`src/rtl/gf180mcu_fd_sc_mcu9t5v0__pkg.sv`:
```
// Shared definitions for the NOR/OR reduction pipeline: parameter limits,
// the reduction mode encoding and a two-input NOR reference function.
package gf180mcu_fd_sc_mcu9t5v0__pkg;

  // Legal parameter ranges
  localparam int N_IN_MIN = 2;
  localparam int N_IN_MAX = 8;
  localparam int CH_MIN   = 1;
  localparam int CH_MAX   = 8;

  // Reduction mode, selected through the INVERT parameter
  typedef enum logic {
    MODE_OR  = 1'b0,
    MODE_NOR = 1'b1
  } mode_e;

  // Behavioural model of the two-input NOR cell
  function automatic logic nor2(input logic a, input logic b);
    return ~(a | b);
  endfunction

endpackage

```
`src/rtl/gf180mcu_fd_sc_mcu9t5v0__pipe_stage.sv`:
```
// One valid/ready register slice. Accepts new data whenever it is empty or
// its current contents leave on the same edge, so a chain of these sustains
// one transfer per cycle without a skid buffer.
module gf180mcu_fd_sc_mcu9t5v0__pipe_stage #(
  parameter int W = 1
) (
  input  logic         clk,
  input  logic         srst,
  input  logic         i_valid,
  output logic         o_ready,
  input  logic [W-1:0] i_data,
  output logic         o_valid,
  input  logic         i_ready,
  output logic [W-1:0] o_data
);
  logic         r_valid;
  logic [W-1:0] r_data;
  logic         w_load;

  assign o_ready = !r_valid || i_ready;
  assign w_load  = i_valid && o_ready;
  assign o_valid = r_valid;
  assign o_data  = r_data;

  // Occupancy and payload register; reset drops any held item
  always_ff @(posedge clk) begin
    if (srst) begin
      r_valid <= 1'b0;
      r_data  <= '0;
    end else begin
      if (o_ready) r_valid <= i_valid;
      if (w_load)  r_data  <= i_data;
    end
  end
endmodule

```
`src/rtl/gf180mcu_fd_sc_mcu9t5v0__norn_pipe.sv`:
```
// Two-stage pipelined per-channel N-input NOR (or OR) with valid/ready flow
// control and a delivered-result counter. S1 holds the raw operand, S2 holds
// the reduced result driven on ZN.
module gf180mcu_fd_sc_mcu9t5v0__norn_pipe
  import gf180mcu_fd_sc_mcu9t5v0__pkg::*;
#(
  parameter int N_IN   = 2,
  parameter int CH     = 1,
  parameter int INVERT = 1,
  parameter int CNT_W  = 8
) (
`ifdef USE_POWER_PINS
  inout  wire                VDD,
  inout  wire                VSS,
`endif
  input  logic               CLK,
  input  logic               RST,
  input  logic [N_IN*CH-1:0] A,
  input  logic               A_VALID,
  output logic               A_READY,
  output logic [CH-1:0]      ZN,
  output logic               ZN_VALID,
  input  logic               ZN_READY,
  output logic [CNT_W-1:0]   COUNT
);
  // Reject illegal configurations at elaboration
  if (N_IN < N_IN_MIN || N_IN > N_IN_MAX) begin : g_bad_n_in
    $error("N_IN out of range");
  end
  if (CH < CH_MIN || CH > CH_MAX) begin : g_bad_ch
    $error("CH out of range");
  end
  if (INVERT != int'(MODE_OR) && INVERT != int'(MODE_NOR)) begin : g_bad_invert
    $error("INVERT must be 0 or 1");
  end
  if (CNT_W < 1) begin : g_bad_cnt_w
    $error("CNT_W must be at least 1");
  end

  logic               w_s1_valid;
  logic [N_IN*CH-1:0] w_s1_data;
  logic               w_s2_ready;
  logic [CH-1:0]      w_red;
  logic [CNT_W-1:0]   r_count;

  // Operand stage
  gf180mcu_fd_sc_mcu9t5v0__pipe_stage #(.W(N_IN*CH)) u_s1 (
    .clk     (CLK),
    .srst    (RST),
    .i_valid (A_VALID),
    .o_ready (A_READY),
    .i_data  (A),
    .o_valid (w_s1_valid),
    .i_ready (w_s2_ready),
    .o_data  (w_s1_data)
  );

  // Per-channel reduction between the stages
  for (genvar gi = 0; gi < CH; gi++) begin : g_ch
    logic w_any;
    assign w_any = |w_s1_data[gi*N_IN +: N_IN];
    if (INVERT == int'(MODE_NOR)) begin : g_nor
      assign w_red[gi] = nor2(w_any, 1'b0);
    end else begin : g_or
      assign w_red[gi] = w_any;
    end
  end

  // Result stage
  gf180mcu_fd_sc_mcu9t5v0__pipe_stage #(.W(CH)) u_s2 (
    .clk     (CLK),
    .srst    (RST),
    .i_valid (w_s1_valid),
    .o_ready (w_s2_ready),
    .i_data  (w_red),
    .o_valid (ZN_VALID),
    .i_ready (ZN_READY),
    .o_data  (ZN)
  );

  // Count delivered results, wrapping naturally at the counter width
  always_ff @(posedge CLK) begin
    if (RST) begin
      r_count <= '0;
    end else if (ZN_VALID && ZN_READY) begin
      r_count <= r_count + 1'b1;
    end
  end

  assign COUNT = r_count;
endmodule

```
`config.mk`:
```
export PLATFORM = sky130hd
export DESIGN_NAME = gf180mcu_fd_sc_mcu9t5v0__norn_pipe
export DESIGN_NICKNAME = d
export VERILOG_FILES = /design/src/rtl/gf180mcu_fd_sc_mcu9t5v0__pkg.sv /design/src/rtl/gf180mcu_fd_sc_mcu9t5v0__pipe_stage.sv /design/src/rtl/gf180mcu_fd_sc_mcu9t5v0__norn_pipe.sv
export SDC_FILE = /design/constraint.sdc
export NUM_CORES = 1
export LEC_CHECK = 0
export BUFFER_PORTS_ARGS = -buffer_cell sky130_fd_sc_hd__buf_2
export CORE_MARGIN = 4
export CORE_UTILIZATION = 40
export DETAILED_ROUTE_END_ITERATION = 6
export PLACE_DENSITY = 0.65
export SETUP_SLACK_MARGIN = 0.5
export SLEW_MARGIN = 10
export SYNTH_ARGS = -nofsm -noshare
export SYNTH_HDL_FRONTEND = slang
export SYNTH_SLANG_ARGS = --single-unit
```
`constraint.sdc`:
```
create_clock -name CLK -period 1.55 [get_ports CLK]
set_clock_uncertainty 0.05 [all_clocks]
set_input_delay 0.31 -clock CLK [delete_from_list [all_inputs] [get_ports CLK]]
set_output_delay 0.31 -clock CLK [all_outputs]
set_load 0.005 [all_outputs]
```
==> flow_metrics.tcl <==
set metrics [dict create \
    status "completed" \
    cts_hold_buf 0 \
    fin_tns_setup_ns 0 \
    grtUsageMet3 0.0488 \
    ir_drop_mv 0.463 \
    nNetsFinal 97 \
    rsz0062_at_grt "true" \
    die_h_um 44.5 \
    dp_hpwl_um 806 \
    fin_crit_sh 0.867 \
    num_rows 12 \
    busiest_layer "met2" \
    ios 17 \
    overflow 0 \
    clk-insertion-delay-late_ns 0.27 \
    start_util 0.450 \
    drtAntennaViolNets 0 \
    maxCapViolCount 0 \
    die_w_um 44.5 \
    grt_use_met2 0.221 \
    register_area_sq_um 292 \
    syn2layout_area_growth_pct 56.0 \
    gp_congestion 0.698 \
    synth_area_sq_um 534 \
    critPathKind "reg2out" \
    hold_viol 0 \
    min_path_type "in2reg" \
    powerDensity_mw_per_mm2 715 \
    final_core_util 0.703 \
    synth.area.top_cells "dfxtp_1, a21oi_1, nand3_1" \
    grt_max_degree 14 \
    via_count 545 \
    p_leak_nw 0.321 \
    holdWs_ns 0.240 \
    io_buffer_count 16 \
    layout_common_cells "buf_2, dfxtp_4, a21oi_1, buf_4, buf_6" \
    synth_seq_cells 13 \
    end_kind "output port" \
    multi_input_area_sq_um 313 \
    die_area_sq_mm 0.00198 \
    finalMaxSlewViolations 0 \
    drt-pass1-iter-count 4 \
    required_ns 1.19 \
    grt_pass1_vias 488 \
    wl_per_cell_um 12.4 \
    setup_viol 0 \
    drc 0 \
    fillers 106 \
    final_common_cell "buf_2" \
    maxSlewHeadroom 0.832 \
    clk_path_buf_depth 2 \
    fmax_ghz 0.744 \
    syn_inst 63 \
    via_per_inst 5.29 \
    drive_above_1_share 0.573 \
    antennaDiodeCount 0 \
    cts-root-buf "clkbuf_4" \
    antenna_found_initial 0 \
    synth_top_area_frac 0.487 \
    wl_mm 1.27 \
    cts_buffers 3 \
    drtIter0Drc 2 \
    yosys_warnings 0 \
    startpoint "u_s2.o_valid" \
    fin_crit_ns 1.34 \
    grt_util_met1 0.178 \
    critPathLaunchType "register" \
    clock_sinks 13 \
    yosysTopAreaCell "dfxtp_1" \
    hold_start "A[1]" \
    r2r-start "u_s2.o_valid" \
    syn_area_per_cell_sq_um 8.48 \
    grt_usage 0.147 \
    core-area_sq_mm 0.00119 \
    post_synth_num_cell_types 16 \
    clkTransAtPathRegs_ns 0.08 \
    synth_fp_nets 70 \
    ys_seq_area_frac 0.487 \
    tightest_slew_ns 0.252 \
    worstPathMaxFanout 2 \
    cts_tree "built" \
    htreeDepth 1 \
    grt_pass1_wl_mm 2.11 \
    arrival_ns 0.98 \
]
flip-flops by register name (all words and copies together) (netlist names):
register	flops
u_s2.o_valid	1
COUNT	8
u_s2.o_data	1
u_s1.o_valid	1
u_s1.o_data	2
worst max-delay path: stages, from the launching register on:
cell	delay (ns)
dfxtp_4	0.34
and3b_2	0.22
inv_2	0.06
buf_2	0.10
metal layers:
metal	routed length, um	up-vias
li1	-	281
met1	529	247
met2	649	15
met3	85	2
met4	10	0
met5	0	-
final timing paths:
check,end,slack (ns),cells past startpoint
worst max-delay path,A_READY,0.21,3
worst min-delay path,u_s1.o_data[1],0.24,3
worst max register to register,COUNT[7],0.24,4
worst min register to register,u_s1.o_data[0],0.41,2
Yosys cell counts:
cell type	instances
a21oi_1	10
inv_1	4
ha_1	1
nor2_1	4
and3b_2	1
dfxtp_1	13
o21ai_0	6
or3_1	3
or4_1	3
xor2_1	2
nor2b_1	1
clkbuf_1	1
o31ai_1	2
nand2_1	4
nand4_1	2
nand3_1	6
kinds of logic (layout without fill, tap and decap cells):
kind of cell	Yosys count	after routing	share of synthesized area
fa+ha+maj	1	1	0.0234
compound gates	18	18	0.178
simple gates	24	24	0.244
buf+inv	5	31	0.0351
flops	13	13	0.487
xor+xnor	2	2	0.0328
through the flow:
stage,std cells,setup WS [ns],power (mW),cell area [sq um]
floorplan,63,0.345,0.374,573
global placement,92,0.215,0.393,667
detailed placement,92,0.199,0.394,667
CTS,101,0.197,0.606,759
global route,103,0.156,0.639,833
finish,103,0.206,0.596,833
where the power goes:
group	internal, mW	switching, mW	total (mW)
Combinational	0.0253	0.0276	0.0530
Sequential	0.333	0.00686	0.340
Clock	0.0996	0.103	0.203
what timing repair did:
item	in CTS	in global routing
gates resized for setup	12	16
pin swaps	4	4
endpoints found under the hold margin	0	0
setup buffers	5	2
setup endpoints to repair	17	19
layout make-up:
type                            count  area share
Sequential cell                    13       0.350
Timing Repair Buffer               23       0.204
Multi-Input combinational cell     45       0.375
Clock buffer                        4      0.0315
Tap cell                           14      0.0210
Inverter                            4      0.0180
No activity file was read; power rests on OpenSTA's default activity.
